$ cat config.mk
export PLATFORM = sky130hd
export DESIGN_NAME = sprite_line_renderer
export DESIGN_NICKNAME = d
export VERILOG_FILES = /design/src/rtl/sprite_line_renderer.sv
export SDC_FILE = /design/constraint.sdc
export NUM_CORES = 1
export LEC_CHECK = 0
export CAP_MARGIN = 0
export CORE_MARGIN = 1.5
export CORE_UTILIZATION = 30
export DETAILED_ROUTE_END_ITERATION = 10
export GPL_TIMING_DRIVEN = 0
export MAX_ROUTING_LAYER = met4
export PLACE_DENSITY = 0.51
export SLEW_MARGIN = 20
export SYNTH_ARGS = -nofsm -noshare
export SYNTH_HDL_FRONTEND = slang
export SYNTH_SLANG_ARGS = --single-unit
$ cat constraint.sdc
create_clock -name clk -period 2.8 [get_ports clk]
set_input_delay 0.28 -clock clk [delete_from_list [all_inputs] [get_ports clk]]
set_output_delay 0.28 -clock clk [all_outputs]
set_load 0.005 [all_outputs]
$ cat src/rtl/sprite_line_renderer.sv
// -----------------------------------------------------------------------------
// sprite_line_renderer
//   Per-scanline sprite fetch and pixel generation. When line_start marks the
//   start of horizontal blank, the block walks every entity slot once, decides
//   whether that slot's sprite covers the next scanline, and captures the
//   matching 8-pixel ROM row, the sprite's x position and a hit flag. During
//   the active region it compares hpos against the captured sprites and emits
//   a registered pixel_on / pixel_slot pair (lowest slot index wins).
//
// Ports
//   clk, reset          clock, asynchronous active-high reset
//   hpos, vpos          current pixel column / line from the sync generator
//   line_start          1-cycle pulse at the start of hblank
//   slot_sel            slot currently being queried (entity_* reply same cycle)
//   entity_valid/id/orient/x/y   attributes of the selected slot
//   rom_read_enable, rom_sprite_ID, rom_orientation, rom_line_index
//                       combinational ROM request, zero outside a fetch
//   rom_data            ROM row reply, active-low, MSB = leftmost pixel
//   pixel_on, pixel_slot  registered pixel result for the previous hpos
//   busy                high while slots are being fetched
// -----------------------------------------------------------------------------
module sprite_line_renderer #(
    parameter int NUM_SLOTS  = 4,
    parameter int SCALE_LOG2 = 2,
    parameter int H_ACTIVE   = 640,
    parameter int V_ACTIVE   = 480,
    parameter int V_LAST     = 524,
    localparam int SLOT_W    = $clog2(NUM_SLOTS)
) (
    input  logic              clk,
    input  logic              reset,
    input  logic [9:0]        hpos,
    input  logic [9:0]        vpos,
    input  logic              line_start,
    output logic [SLOT_W-1:0] slot_sel,
    input  logic              entity_valid,
    input  logic [3:0]        entity_id,
    input  logic [1:0]        entity_orient,
    input  logic [9:0]        entity_x,
    input  logic [9:0]        entity_y,
    output logic              rom_read_enable,
    output logic [3:0]        rom_sprite_ID,
    output logic [1:0]        rom_orientation,
    output logic [2:0]        rom_line_index,
    input  logic [7:0]        rom_data,
    output logic              pixel_on,
    output logic [SLOT_W-1:0] pixel_slot,
    output logic              busy
);

    localparam logic [9:0]        SPRITE_PX = 10'(8 << SCALE_LOG2);
    localparam logic [9:0]        H_LIM     = 10'(H_ACTIVE);
    localparam logic [9:0]        V_LIM     = 10'(V_ACTIVE);
    localparam logic [9:0]        V_END     = 10'(V_LAST);
    localparam logic [SLOT_W-1:0] LAST_SLOT = SLOT_W'(NUM_SLOTS - 1);

    typedef enum logic [0:0] {
        IDLE  = 1'b0,
        FETCH = 1'b1
    } state_t;

    state_t                  state;
    logic [9:0]              next_line;
    logic [NUM_SLOTS-1:0]    hit_buf;
    logic [7:0]              row_buf [NUM_SLOTS];
    logic [9:0]              xs_buf  [NUM_SLOTS];

    logic                    in_fetch;
    logic [9:0]              dy;
    logic                    fetch_hit;
    logic                    any_on;
    logic [SLOT_W-1:0]       win_slot;
    logic                    active;

    // Fetch-side request: distance of the next line below the sprite top.
    // A sprite that starts below the next line wraps dy to a large value and
    // therefore never hits.
    always_comb begin
        in_fetch        = (state == FETCH);
        dy              = next_line - entity_y;
        fetch_hit       = in_fetch && entity_valid && (dy < SPRITE_PX);
        rom_read_enable = fetch_hit;
        if (in_fetch) begin
            rom_sprite_ID   = entity_id;
            rom_orientation = entity_orient;
            rom_line_index  = dy[SCALE_LOG2 +: 3];
        end else begin
            rom_sprite_ID   = 4'd0;
            rom_orientation = 2'd0;
            rom_line_index  = 3'd0;
        end
    end

    // Fetch FSM: slot walk, line buffer capture, busy and slot_sel.
    always_ff @(posedge clk or posedge reset) begin
        if (reset) begin
            state     <= IDLE;
            slot_sel  <= '0;
            busy      <= 1'b0;
            next_line <= 10'd0;
            hit_buf   <= '0;
            for (int k = 0; k < NUM_SLOTS; k++) begin
                row_buf[k] <= 8'hFF;
                xs_buf[k]  <= 10'd0;
            end
        end else begin
            case (state)
                IDLE: begin
                    if (line_start) begin
                        state     <= FETCH;
                        busy      <= 1'b1;
                        slot_sel  <= '0;
                        next_line <= (vpos == V_END) ? 10'd0 : vpos + 10'd1;
                    end else begin
                        state    <= IDLE;
                        busy     <= 1'b0;
                        slot_sel <= '0;
                    end
                end
                FETCH: begin
                    // line_start is deliberately ignored here
                    row_buf[slot_sel] <= rom_data;
                    xs_buf[slot_sel]  <= entity_x;
                    hit_buf[slot_sel] <= fetch_hit;
                    if (slot_sel == LAST_SLOT) begin
                        state    <= IDLE;
                        busy     <= 1'b0;
                        slot_sel <= '0;
                    end else begin
                        state    <= FETCH;
                        busy     <= 1'b1;
                        slot_sel <= slot_sel + 1'b1;
                    end
                end
                default: begin
                    state    <= IDLE;
                    busy     <= 1'b0;
                    slot_sel <= '0;
                end
            endcase
        end
    end

    // Pixel search: walk slots from highest to lowest so the lowest
    // covering slot is the one left in win_slot.
    always_comb begin
        logic [9:0] dx;
        logic [2:0] col;
        logic       on;
        any_on   = 1'b0;
        win_slot = '0;
        dx       = 10'd0;
        col      = 3'd0;
        on       = 1'b0;
        for (int k = NUM_SLOTS - 1; k >= 0; k--) begin
            dx       = hpos - xs_buf[k];
            col      = dx[SCALE_LOG2 +: 3];
            on       = hit_buf[k] && (dx < SPRITE_PX) && !row_buf[k][3'd7 - col];
            any_on   = any_on | on;
            win_slot = on ? SLOT_W'(k) : win_slot;
        end
        active = (hpos < H_LIM) && (vpos < V_LIM);
    end

    // Registered pixel output; blanking forces it off and the slot to 0.
    always_ff @(posedge clk or posedge reset) begin
        if (reset) begin
            pixel_on   <= 1'b0;
            pixel_slot <= '0;
        end else begin
            pixel_on   <= any_on && active;
            pixel_slot <= (any_on && active) ? win_slot : '0;
        end
    end

endmodule

==> metrics.yaml, run 1 <==
die_w_um: 142
synth_cell_types: 47
synth_seq_cells: 92
combPwrFrac_pct: 57.7
worstPathArrival_ns: 2.46
cp_data_required_time_ns: 2.52
worstSkewPairLatency_ns: 0.35
path_max_fanout: 4
timing.rr.end: "pixel_on"
place.port_buffers: 72
p_int_mw: 5.38
dp_cells: 881
start_util_pct: 30.8
ys.flop_type: "dfrtp_1"
wl_per_cell_um: 16.1
core_area_um2: 18800
hpwl_mm: 11.0
dpl_cell_area_um2: 6890
ff2ff_setup_slack_ns: 0.10
grt.overflow.total: 0
drv_cap: 0
ff2ff_path_depth: 9
p_sw_share_pct: 38.9
place_ws_ns: -0.800
syn_nets: 652
slew_headroom_pct: 41.5
clock-sinks: 92
clock.fmax_mhz: 365
grt_pass1_vias: 4539
ioPinCount: 74
drv_slew: 0
ir_drop_mv: 0.350
synthArstFlopShare_pct: 100
hold_class: "input port to asynchronous set/reset pin"
syn_avg_cell_area_um2: 10.6
cp-end-kind: "output port"
r2r_start: "xs_buf[22]"
synth_edf_count: 0
cts_max_level: 3
finClkSkew_ns: 0.00483
path_class: "input port to output port"
cp-start-kind: "input port"
vias_per_cell: 4.82
vias: 4382
hold_violations: 0
synth_top_family_by_area: "multiplexers"
cts_hold_repair.buffers: 0
drc: 0
grt_first_pass_wirelength_mm: 23.2
synth_mux_area_share_pct: 18.9
seqPwrFrac_pct: 28.4
synth_fa_ha_area_share_pct: 9.91
synthCells: 548
layout.cells.non_filler: 909
yosys.area_share.simple_pct: 9.87
cts_buffer_depth: 2
multiInputGateArea_um2: 3450
yosys_warnings: 0
grt_max_degree: 76
timing.final.ws_setup_ns: 0.0607
syn_to_final_growth_pct: 29.0
gp_congestion: 0.793
synth-xor-area-share_pct: 5.58
regArea_um2: 2340
power_density_nw_per_um2: 1180
tightest_slew_ns: 0.878
numCtsBuffers: 9
layout.nets: 748
cts_tree: "built"
synth-compound-area-share_pct: 11.2
p_sw_mw: 3.43
diodes: 0
clk_pin_slew_worst_paths_ns: 0.06
cts_root_buf: "clkbuf_16"
rows: 50
fin_crit_ns: 2.74
drt_iter0_drc: 152
leakagePower_nw: 3.31
setup_viol: 0
dr.pass1.iters: 4
antenna_found_initial: 0
die-area_um2: 20200
status: "complete, no violations"
syn_area_um2: 5810
fin_crit_sh_pct: 97.8
power_frac_clock_pct: 13.9
cp-startpoint: "entity_y[1]"
drive_above_1_share_pct: 26.2
n_fill_cell: 1827
antenna_left: 0
grt_use_total_pct: 15.4
design_area_um2: 7490
ys_seq_area_share_pct: 40.3
routed_wl_mm: 14.6
fp.dieH_um: 142
-- cells in the mapped netlist (all sizes together), types with 2 or more instances --
cell      n  share of area (%)
o21a      3               0.39
mux4      2               0.78
xor2     18                2.7
a41o      2               0.34
a21o     13                1.7
nand3     7               0.60
a211oi    6               0.78
a2111oi   3               0.99
nor2b     3               0.32
a31o      4               0.60
inv      54                3.5
and3      6               0.65
nand4     6               0.65
a21oi    20                1.7
and2     10                1.1
nand2b    9               0.97
o311ai    2               0.30
xnor2    19                2.9
nor4b     2               0.30
clkbuf   11               0.71
dfstp    32                 14
ha       46                9.9
dfrtp    60                 26
o21ai    26                2.2
nor4      3               0.32
nor2     22                1.4
a31oi     4               0.43
mux2     75                 15
mux2i    21                3.6
a211o     2               0.30
nor3      8               0.69
nand2    36                2.3
-- placed cells by master (no fill, tap or decap), drive strengths merged, types with 2 or more instances in the layout --
cell,Yosys,routed
a2111oi,3,3
a211o,2,2
a211oi,6,6
a21o,13,13
a21oi,20,20
a31o,4,4
a31oi,4,4
a41o,2,2
and2,10,10
and3,6,6
buf,0,14
clkbuf,11,23
clkdlybuf4s50,0,69
clkinv,0,3
dfrtp,60,60
dfstp,32,32
dlygate4sd2,0,2
ha,46,46
inv,54,55
mux2,75,75
mux2i,21,21
mux4,2,2
nand2,36,36
nand2b,9,9
nand3,7,7
nand4,6,6
nor2,22,22
nor2b,3,3
nor3,8,8
nor4,3,3
nor4b,2,2
o21a,3,3
o21ai,26,26
o311ai,2,2
xnor2,19,19
xor2,18,18
-- worst max-delay path: stages --
cell and delay (ns):
clkdlybuf4s50_1 0.46, inv_1 0.04, ha_1 0.26, a21o_1 0.21, a21oi_4 0.21, o21ai_2 0.11, buf_4 0.15, o21ai_0 0.22
o32ai_2 0.13, nand4_1 0.13, buf_4 0.12, inv_1 0.03, buf_2 0.11
-- power by group through the flow --
stage / Clock, mW / Sequential (mW) / Combinational, mW
floorplan: 0 / 2.40 / 3.45
global placement: 0 / 2.48 / 4.51
detailed placement: 0 / 2.51 / 4.61
CTS: 1.26 / 2.50 / 4.89
global route: 1.31 / 2.59 / 5.57
finish: 1.22 / 2.50 / 5.08
-- routing by layer --
metal	part of all wire, %	vias up	global-route usage [%]
met5	0	-	-
met4	2.5	0	6.40
met3	3.6	23	2.12
met2	47	88	25.0
met1	47	2137	19.4
li1	-	2134	-
-- how the worst max path moves through the flow --
| stage | endpoint | slack [ns] | cells past startpoint |
|---|---|---|---|
| final | rom_read_enable | 0.06 | 13 |
| after global routing | rom_read_enable | -0.03 | 11 |
| after detailed placement | rom_read_enable | -0.80 | 11 |
| after global placement | xs_buf[24] | -1.35 | 2 |
| after floorplan | hit_buf[0] | 0.18 | 1 |
| after CTS | hit_buf[0] | 0.02 | 14 |
-- timing repair --
item,4_1_cts,5_1_grt
endpoints found under the hold margin,0,0
gates resized for setup,30,13
setup endpoints to repair,5,8
setup buffers,10,4
pin swaps,8,9
-- per-stage QoR --
step	setup TNS (ns)	hold slack [ns]	util, %	total power [mW]
6_report	0	0.222	39.8	8.81
4_1_cts	0	0.222	39.2	8.65
5_1_grt	-0.0275	0.237	39.8	9.46
3_5_place_dp	-3.50	0.471	36.6	7.13
3_3_place_gp	-96.93	0.464	36.4	6.99
2_1_floorplan	0	0.392	-	5.85
-- cells by family (layout without fill, tap and decap cells) --
| kind of cell | Yosys count | in the layout |
|---|---|---|
| AO/OA/AOI/OAI | 94 | 94 |
| XOR/XNOR | 37 | 37 |
| adder cells (fa/ha/maj) | 46 | 46 |
| buffers and inverters | 65 | 166 |
| flip-flops | 92 | 92 |
| multiplexers | 98 | 98 |
| AND/OR/NAND/NOR | 116 | 116 |
-- final cells by class --
cell class,count,area share (%)
Multi-Input combinational cell,391,46.0
Sequential cell,92,31.3
Timing Repair Buffer,85,11.1
Tap cell,260,4.34
Clock buffer,12,3.57
Inverter,54,2.77
Buffer,11,0.551
Clock inverter,4,0.418
-- flip-flops by register name, indices dropped and copies added, names as in the netlist --
register    count
pixel_on        1
slot_sel        2
next_line      10
row_buf        32
in_fetch        1
hit_buf         4
pixel_slot      2
xs_buf         40
No activity file was read; power rests on OpenSTA's default activity.
==> run 2, diff against run 1 <==
--- a/config.mk
+++ b/config.mk
@@ -7,11 +7,12 @@
 export LEC_CHECK = 0
 export CAP_MARGIN = 0
 export CORE_MARGIN = 1.5
-export CORE_UTILIZATION = 30
+export CORE_UTILIZATION = 45
+export CTS_CLUSTER_DIAMETER = 50
 export DETAILED_ROUTE_END_ITERATION = 10
 export GPL_TIMING_DRIVEN = 0
 export MAX_ROUTING_LAYER = met4
-export PLACE_DENSITY = 0.51
+export PLACE_DENSITY = 0.69
 export SLEW_MARGIN = 20
 export SYNTH_ARGS = -nofsm -noshare
 export SYNTH_HDL_FRONTEND = slang
==> run 2 against run 1 <==
Net effect: count of clock-buffer cells in the layout stayed put; non-clock buffer count is 2 higher; hold slack better by 0.086 ns; sequential power hardly changed; via count is 1.2% higher; final area is 1.3% lower; sequential cell count stayed put; power is 0.22% lower; setup slack worse by 0.027 ns; critical path depth is 3 lower; sequential share of layout area is 0.40 points higher; global-route usage is 6.3 points higher; largest power group unchanged.
==> metrics.yaml, run 2 (synthesis gave the netlist of run 1 again) <==
status: "complete, no violations"
numCtsBuffers: 9  # unchanged
slew_headroom_pct: 41.2  # -0.23 points
combPwrFrac_pct: 57.2  # -0.5 points
vias_per_cell: 5.40  # +12%
diodes: 0  # unchanged
fp.dieH_um: 117  # -18%
grt_first_pass_wirelength_mm: 21.9  # -5.8%
clk_pin_slew_worst_paths_ns: 0.06  # about the same
ioPinCount: 74  # unchanged
ff2ff_path_depth: 13  # +4
p_sw_mw: 3.37  # -1.6%
mostFrequentLayoutCell: "mux2_2"
power_density_nw_per_um2: 1190  # +1.0%
cp-start-kind: "flop"
routed_wl_mm: 13.5  # -7.9%
timing.final.ws_setup_ns: 0.0336  # -0.0271 ns
ir_drop_mv: 0.371  # +6.0%
grt_pass1_vias: 4485  # -1.2%
die_w_um: 117  # -18%
drv_cap: 0  # unchanged
rsz0062_at_grt: "yes"
reg_top3: "xs_buf (40), row_buf (32), next_line (10)"
power_mw: 8.79  # -0.22%
place_ws_ns: -0.655  # +0.145 ns
hold_class: "input port to asynchronous set/reset pin"
drv_slew: 0  # unchanged
p_sw_share_pct: 38.4  # -0.55 points
drive_above_1_share_pct: 26.6  # +0.42 points
grt.overflow.total: 0  # unchanged
grt_use_total_pct: 21.7  # +6.3 points
worstSkewPairLatency_ns: 0.35  # about the same
p_int_mw: 5.41  # +0.68%
seqPwrFrac_pct: 28.4  # about the same
clock-sinks: 92  # unchanged
antenna_found_initial: 0  # unchanged
antenna_left: 0  # unchanged
core_area_um2: 12600  # -33%
cp_data_required_time_ns: 2.52  # about the same
fin_util_pct: 58.6  # +19 points
cts_tree: "built"
gp_congestion: 0.873  # +10%
rows: 41  # -18%
dr.pass1.iters: 4  # unchanged
path_max_fanout: 3  # -1
wl_per_cell_um: 16.4  # +1.9%
drt_iter0_drc: 227  # +49%
grt_max_degree: 58  # -24%
fin_crit_ns: 2.77  # +0.0271 ns
cp-end-kind: "output port"
fin_crit_sh_pct: 98.8  # +0.97 points
die-area_um2: 13600  # -33%
hpwl_mm: 9.96  # -9.5%
drc: 0  # unchanged
worstPathArrival_ns: 2.49  # +0.03 ns
vias: 4436  # +1.2%
ff2ff_setup_slack_ns: 0.15  # +0.05 ns
leakagePower_nw: 3.33  # +0.57%
tightest_slew_ns: 0.882  # +0.00352 ns
power_frac_clock_pct: 14.3  # +0.4 points
clock.fmax_mhz: 361  # -0.98%
syn_to_final_growth_pct: 27.4
cts_root_buf: "clkbuf_16"
hold_violations: 0  # unchanged
finClkSkew_ns: 0.00835  # +0.00351 ns
layout_common_cells: "mux2_2 (74), clkdlybuf4s50_1 (68), dfrtp_1 (60), inv_1 (51), ha_1 (42)"
cts_max_level: 3  # unchanged
cts_hold_repair.buffers: 0  # unchanged
largest_register: "xs_buf"
largest_reg_flops: 40  # unchanged
path_class: "flop to output port"
start_util_pct: 46.0  # +15 points
whs_ns: 0.307  # +0.0857 ns
layout.nets: 750  # +0.27%
setup_viol: 0  # unchanged
cts_buffer_depth: 2  # unchanged
place.port_buffers: 72  # unchanged
## run 2: layer usage
layer  track usage (%)  part of all wire, %  vias to the layer above
met5                 -                    0                        -
met4              8.67                  2.0                        0
met3              3.17                  2.8                       20
met2              34.1                   46                       88
met1              28.4                   49                     2183
li1                  -                    -                     2145
## run 2: worst paths after layout
path,start,endpoint
max reg2reg,next_line[1],hit_buf[2]
min in group clk,hit_buf[0],hit_buf[0]
max,next_line[1],rom_read_enable
min reg2reg,hit_buf[0],hit_buf[0]
min,reset,pixel_slot[0]
max in group asynchronous,reset,row_buf[23]
## run 2: through the flow
step | TNS [ns] | cell area [um2] | cells
after floorplan | 0 | 5810 | 548
after global placement | -82.68 | 6740 | 792
after global routing | -0.310 | 7400 | 822
final | 0 | 7400 | 822
after CTS | 0 | 7290 | 819
after detailed placement | -2.72 | 6770 | 793
## run 2: what timing repair did
item	in CTS	in global routing
setup endpoints to repair	4	8
gates resized for setup	25	20
setup buffers	11	6
pin swaps	8	15
## run 2: layout make-up
class,instances,area [um2]
Clock buffer,12,289
Multi-Input combinational cell,391,3420
Fill cell,1098,5220
Sequential cell,92,2340
Timing Repair Buffer,87,856
Inverter,54,205
Tap cell,172,215
Buffer,11,41.3
Clock inverter,3,25.0
## run 2: power by group through the flow
stage | logic (mW) | registers, mW | clock network [mW]
after floorplan | 3.45 | 2.40 | 0
after global placement | 4.40 | 2.47 | 0
after detailed placement | 4.54 | 2.51 | 0
after CTS | 4.79 | 2.49 | 1.28
after global routing | 5.48 | 2.58 | 1.33
final | 5.03 | 2.50 | 1.26
## run 2: critical path, stage by stage, from the launching register on
cell	delay, ns
dfrtp_1	0.39
ha_1	0.27
a21o_1	0.20
a21oi_4	0.19
o21ai_2	0.10
o41ai_2	0.40
xor2_1	0.18
nand4_1	0.12
buf_4	0.16
inv_2	0.04
clkbuf_2	0.10
==> run 3, diff against run 2 <==
--- a/config.mk
+++ b/config.mk
@@ -11,6 +11,7 @@
 export CTS_CLUSTER_DIAMETER = 50
 export DETAILED_ROUTE_END_ITERATION = 10
 export GPL_TIMING_DRIVEN = 0
+export HOLD_SLACK_MARGIN = 0.06
 export MAX_ROUTING_LAYER = met4
 export PLACE_DENSITY = 0.69
 export SLEW_MARGIN = 20
==> results of run 3 <==
No change in the layout: final DEF, timing and power equal those of run 2.
